**config.mk**
```make
export PLATFORM = sky130hd
export DESIGN_NAME = ssd_display_arbiter
export DESIGN_NICKNAME = d
export VERILOG_FILES = /design/src/rtl/ssd_pkg.sv /design/src/rtl/ssd_rr_picker.sv /design/src/rtl/ssd_display_arbiter.sv
export SDC_FILE = /design/constraint.sdc
export NUM_CORES = 1
export LEC_CHECK = 0
export CAP_MARGIN = 0
export CELL_PAD_IN_SITES_DETAIL_PLACEMENT = 1
export CELL_PAD_IN_SITES_GLOBAL_PLACEMENT = 1
export CORE_UTILIZATION = 36
export DETAILED_ROUTE_END_ITERATION = 16
export PLACE_DENSITY = 0.83
export SYNTH_ARGS = -nofsm -noshare
export SYNTH_HDL_FRONTEND = slang
export SYNTH_SLANG_ARGS = --single-unit
export TNS_END_PERCENT = 20
```
**constraint.sdc**
```tcl
create_clock -name CLK -period 2.7 [get_ports CLK]
set_input_delay 0.27 -clock CLK [delete_from_list [all_inputs] [get_ports CLK]]
set_output_delay 0.27 -clock CLK [all_outputs]
set_load 0.05 [all_outputs]
```
**src/rtl/ssd_pkg.sv**
```systemverilog
// Shared seven-segment display types and constants used by the display arbiter
// and its round-robin picker.
package ssd_pkg;

   localparam int SSD_DIGIT_W = 5;
   localparam int SSD_WORD_W  = 20;

   localparam logic [SSD_DIGIT_W-1:0] SSD_BLANK_DIGIT = 5'b10000;
   localparam logic [SSD_WORD_W-1:0]  SSD_BLANK_WORD  = 20'h84210;

   typedef enum logic [1:0] {
      IDLE   = 2'd0,
      OWN    = 2'd1,
      SWITCH = 2'd2
   } arb_state_e;

endpackage

```
**src/rtl/ssd_rr_picker.sv**
```systemverilog
// Combinational round-robin picker: returns the first requester at or after
// start_i (wrapping modulo NUM_REQ) and whether any requester was found.
module ssd_rr_picker
   import ssd_pkg::*;
#(
   parameter int NUM_REQ = 2
) (
   input  logic [NUM_REQ-1:0] req_i,
   input  logic [1:0]         start_i,
   output logic [1:0]         win_o,
   output logic               found_o
);

   int idx;

   always_comb begin
      win_o   = 2'd0;
      found_o = 1'b0;
      idx     = 0;
      for (int k = 0; k < NUM_REQ; k++) begin
         idx = int'(start_i) + k;
         if (idx >= NUM_REQ) idx = idx - NUM_REQ;
         for (int j = 0; j < NUM_REQ; j++) begin
            if (!found_o && (j == idx) && req_i[j]) begin
               win_o   = 2'(j);
               found_o = 1'b1;
            end
         end
      end
   end

endmodule

```
**src/rtl/ssd_display_arbiter.sv**
```systemverilog
// Round-robin arbiter sharing one 4-digit seven-segment scan driver among
// NUM_REQ requesters. Define SSD_ARB_OWNER_DP_EN to light the owner's DP.
module ssd_display_arbiter
   import ssd_pkg::*;
#(
   parameter int NUM_REQ    = 2,
   parameter int HOLD_TICKS = 10
) (
   input  logic                       CLK,
   input  logic                       RST,
   input  logic                       TICK,
   input  logic [NUM_REQ-1:0]         REQ,
   input  logic [SSD_WORD_W*NUM_REQ-1:0] DATA,
   output logic [NUM_REQ-1:0]         GNT,
   output logic [1:0]                 OWNER,
   output logic                       OWNER_VALID,
   output logic [SSD_WORD_W-1:0]      DISP_WORD
);

   localparam int HW = $clog2(HOLD_TICKS + 1);
   localparam logic [HW-1:0] HOLD_MAX = HW'(HOLD_TICKS);
   localparam logic [1:0]    LAST_IDX = 2'(NUM_REQ - 1);

`ifdef SSD_ARB_OWNER_DP_EN
   localparam bit OwnerDpEn = 1'b1;
`else
   localparam bit OwnerDpEn = 1'b0;
`endif

   arb_state_e              state_q, state_d;
   logic [1:0]              owner_q, owner_d;
   logic [1:0]              last_q, last_d;
   logic [HW-1:0]           hold_q, hold_d;
   logic [NUM_REQ-1:0]      gnt_q, gnt_d;
   logic [SSD_WORD_W-1:0]   disp_q, disp_d;

   logic [SSD_WORD_W-1:0]   words [4];
   logic [3:0]              req_ext;
   logic [1:0]              start_idx;
   logic [1:0]              win;
   logic                    found;
   logic                    own_req;
   logic                    other_req;

   // Pad to four slots so 2-bit indices never select past the end.
   for (genvar g = 0; g < 4; g++) begin : g_words
      if (g < NUM_REQ) begin : g_real
         assign words[g] = DATA[SSD_WORD_W*g +: SSD_WORD_W];
      end else begin : g_pad
         assign words[g] = SSD_BLANK_WORD;
      end
   end

   assign req_ext   = 4'(REQ);
   assign start_idx = (last_q == LAST_IDX) ? 2'd0 : last_q + 2'd1;
   assign own_req   = req_ext[owner_q];
   assign other_req = (req_ext & ~(4'b0001 << owner_q)) != 4'b0000;

   ssd_rr_picker #(
      .NUM_REQ (NUM_REQ)
   ) u_picker (
      .req_i   (REQ),
      .start_i (start_idx),
      .win_o   (win),
      .found_o (found)
   );

   function automatic logic [SSD_WORD_W-1:0] owner_word(input logic [SSD_WORD_W-1:0] w,
                                                         input logic [1:0] o);
      logic [SSD_WORD_W-1:0] mask;
      mask = OwnerDpEn ? (20'h00010 << (5 * int'(o))) : '0;
      return w & ~mask;
   endfunction

   always_comb begin
      state_d = state_q;
      owner_d = owner_q;
      last_d  = last_q;
      hold_d  = hold_q;
      gnt_d   = gnt_q;
      disp_d  = disp_q;
      unique case (state_q)
         IDLE, SWITCH: begin
            hold_d = '0;
            if (found) begin
               state_d = OWN;
               owner_d = win;
               last_d  = win;
               gnt_d   = NUM_REQ'(4'b0001 << win);
               disp_d  = owner_word(words[win], win);
            end else begin
               state_d = IDLE;
               gnt_d   = '0;
            end
         end
         OWN: begin
            disp_d = owner_word(words[owner_q], owner_q);
            // Release outranks preemption when both happen together.
            if (!own_req) begin
               state_d = IDLE;
               gnt_d   = '0;
               hold_d  = '0;
            end else if ((hold_q == HOLD_MAX) && other_req) begin
               state_d = SWITCH;
               gnt_d   = '0;
               hold_d  = '0;
            end else if (TICK && (hold_q != HOLD_MAX)) begin
               hold_d = hold_q + HW'(1);
            end
         end
         default: begin
            state_d = IDLE;
            gnt_d   = '0;
            hold_d  = '0;
         end
      endcase
   end

   always_ff @(posedge CLK) begin
      if (RST) begin
         state_q <= IDLE;
         owner_q <= 2'd0;
         last_q  <= LAST_IDX;
         hold_q  <= '0;
         gnt_q   <= '0;
         disp_q  <= SSD_BLANK_WORD;
      end else begin
         state_q <= state_d;
         owner_q <= owner_d;
         last_q  <= last_d;
         hold_q  <= hold_d;
         gnt_q   <= gnt_d;
         disp_q  <= disp_d;
      end
   end

   assign GNT         = gnt_q;
   assign OWNER       = owner_q;
   assign OWNER_VALID = (state_q == OWN);
   assign DISP_WORD   = disp_q;

endmodule

```
==> metrics.md <==
| Metric | Value |
|---|---|
| Final wirelength | just over 6000 um |
| Yosys Warn Count | 0 |
| Clock skew | roughly 1.4 ps |
| Fin Setup TNS | 0 ps |
| # DRC | 0 |
| Measured slew at the worst slew-check pin | 718 ps |
| Tot Pwr | approximately 1.5 mW |
| Worst Reg-to-Reg Cells | 5 |
| Post-route ant nets | 0 |
| NumNets Final | roughly 330 |
| Initial antenna violation count | 0 |
| Worst EP arrival | around 1800 ps |
| Startpoint Class | flip-flop |
| EDFF count, synth | 0 |
| Port bufs | 68 |
| Mapped Avg Cell Area | 9.12 um2 |
| Yosys reg bits | 30 |
| R2R setup slack | approximately 840 ps |
| Cell-by-cell trace of the critical path | nand2b_1 > inv_2 > buf_4 > buf_12 |
| Syn nets | 274 |
| Ports | 70 |
| Endpoint type of the worst setup path | primary output |
| Synth async-reset ratio | 0% |
| Hold_buf cts | 0 |
| PD cells | roughly 520 nW/um2 |
| Global route overflow | 0 |
| Storage cell area | roughly 600 um2 |
| Fin. max-slew vios | 0 |
| Hold Path Sink | GNT[1]$_SDFFE_PP0P_ |
| Hold Crit Start | GNT[1]$_SDFFE_PP0P_ |
| N_diodes | 0 |
| CTS Buffer Depth | 2 |
| Post-place setup slack | ~530 ps |
| H-tree depth | 2 |
| RSZ-0062 raised after global routing | no |
| Synth cell types | 43 |
| Max-slew headroom | 52.0% |
| WHS Path Cells | 2 |
| Chip width | approximately 78 um |
| Seq/Total Area, Yosys | between 20% and 30% |
| Total clock buffers created by CTS | 5 |
| Buf/Inv on CP | 3 |
| IR Drop Worst-Case VDD | about 0.00024 V |
| CP max FO | 15 |
| Worst hold path type | flip-flop to flip-flop |
| CTS Sinks | 30 |
| Setup Fix Bufs, Post-CTS | 0 |
| Vias | 2022 |
| PostCTS Resize Cnt | 0 |
| Clock transition at path regs | 70 ps |
| CP delay by family, top | buffers and inverters |
| Mapped Area | 2070 um2 |
| GRT Total Usage | about 22% |
| Worst setup margin | roughly 680 ps |
| Crit-path slowest cell | dfxtp_1 |
| Synthesized instance count | ~230 |
| Routed len/inst | around 17 um |
| Vias in the first global route | 2185 |
| Post-DP HPWL | ~4300 um |
| Multi-input gate area | 1280 um2 |
| Global-route wire length before repair | 10700 um |
| Period utilization | 74.9% |
| Crit path kind | flip-flop to primary output |
| Root buffer cell | clkbuf_8 |
| Die ar. | 6060 um2 |
| Core area | 5540 um2 |
| Fillers | approximately 660 |
| Area delta synth->final | 37.6% |
| Max Fclk | 495 MHz |
| Reg2Reg Capture Point | DISP_WORD[13]$_SDFFE_PP0P_ |
| CP peak stage delay | a little over 600 ps |
| Min Clock Period, post-route | roughly 2000 ps |
| Final Setup Violations | 0 |
| P_leak | 0.988 nW |
| TritonCTS clock tree | done |
| Initial DRT Pass Iterations | 4 |
| GPL Wtd Cong | 0.813 |
| Worst skew pair latency | roughly 290 ps |
| Worst path required time | roughly 2400 ps |
| Row cnt | 27 |
| Initial core utilization | ~37% |
| Iteration-0 DRC Markers | 55 |
| Share of layout cells above drive strength 1 | about 18% |
| Maxcap violations | 0 |
| Largest net degree at the start of global routing | 26 |
| Status | finished clean |
| Die Y | 77.8 um |
| Worst reg2reg path startpoint | state_q[0]$_SDFFE_PP0P_ |
| Post-DR vias/cell | between 5 and 6 |
| Fin. Hold Viols | 0 |
| Main synth FF type | dfxtp_1 |
[cell usage in the layout, fill, tap and decap left out, types with 2 or more instances in the layout]
cell type | synthesis | layout
nand3_1 | 11 | 11
o41ai_2 | 15 | 15
nor3_1 | 32 | 32
o211ai_1 | 18 | 18
dfxtp_1 | 30 | 30
clkbuf_8 | 0 | 8
nor2b_1 | 16 | 16
mux2_2 | 6 | 6
a41oi_1 | 4 | 4
nand2b_1 | 3 | 3
a211oi_1 | 19 | 19
o22ai_1 | 2 | 2
inv_1 | 3 | 3
a21oi_1 | 4 | 4
clkdlybuf4s50_1 | 0 | 66
buf_4 | 6 | 10
nor2_1 | 2 | 2
ha_1 | 2 | 2
nand2_1 | 10 | 10
nor3_2 | 2 | 2
[report_power, final]
part | internal [mW] | switching (mW) | total [mW]
sequential | 0.485 | 0.0312 | 0.516
clock | 0.257 | 0.184 | 0.442
combinational | 0.217 | 0.320 | 0.537
[kinds of logic (layout without fill, tap and decap cells)]
group           Yosys count  in the layout  share of synthesized area (%)
compound gates           73             73                           34.1
fa+ha+maj                 2              2                           1.21
mux                       7              7                           3.75
other cells               1              1                          0.181
simple gates             82             82                           21.9
flops                    30             30                           29.0
buf+inv                  31             89                           9.49
xor+xnor                  1              1                          0.423
[layout make-up]
cell class / instances / area share (%)
flip-flops and latches: 30 / 21.1
repair buffers: 77 / 26.5
inverters: 4 / 0.527
well taps: 72 / 3.16
clock buffers: 8 / 3.86
multi-input cells: 166 / 44.8
[sequential cells by signal (all words and copies together) (netlist names)]
| register | cells |
|---|---|
| DISP_WORD | 20 |
| hold_q | 4 |
| GNT | 2 |
| state_q | 2 |
| OWNER | 1 |
| last_q | 1 |
[worst max path at each step]
stage                                  from                          to  slack, ps  cells after the start
detailed placement                   REQ[1]  DISP_WORD[11]$_SDFFE_PP0P_        530                      5
floorplan             OWNER[0]$_SDFFE_PP0P_      hold_q[1]$_SDFFE_PP0P_       1030                      4
global route        state_q[0]$_SDFFE_PP0P_                 OWNER_VALID        540                      4
global placement                     REQ[1]  DISP_WORD[18]$_SDFFE_PP0P_        600                      5
CTS                 state_q[0]$_SDFFE_PP0P_                 OWNER_VALID        660                      4
finish              state_q[0]$_SDFFE_PP0P_                 OWNER_VALID        680                      4
[through the flow]
step | hold WS (ps) | cell area [um2] | utilization (%) | instances
floorplan | 391 | 2070 | - | 227
global route | 519 | 2850 | 51.4 | 357
finish | 479 | 2850 | 51.4 | 357
CTS | 485 | 2850 | 51.4 | 357
detailed placement | 473 | 2740 | 49.4 | 349
global placement | 458 | 2740 | 49.4 | 349
[tightest hold or removal path: stages (launching register included)]
cell and delay (ps):
dfxtp_1 320, nand2_1 60, o32ai_1 60
[synth_stat cells, drive strengths merged, types with 2 or more instances]
master	instances	area, um2
a211oi	19	143
a21oi	5	28.8
a41oi	4	35.0
buf	24	170
clkbuf	3	11.3
dfxtp	30	601
ha	2	25.0
inv	4	15.0
mux2	6	67.6
nand2	11	48.8
nand2b	3	18.8
nand3	11	55.1
nor2	2	7.51
nor2b	16	100
nor3	35	196
o211ai	18	135
o22ai	2	12.5
o41ai	15	244
[routing by layer]
| layer | up-vias | track usage [%] | part of all wire (%) |
|---|---|---|---|
| met5 | - | 0 | 0 |
| met2 | 44 | 37.9 | 48 |
| met4 | 0 | 6.60 | 1.1 |
| li1 | 990 | - | - |
| met3 | 7 | 3.29 | 3.0 |
| met1 | 981 | 28.9 | 47 |
Power figures use the tool's default switching activity.
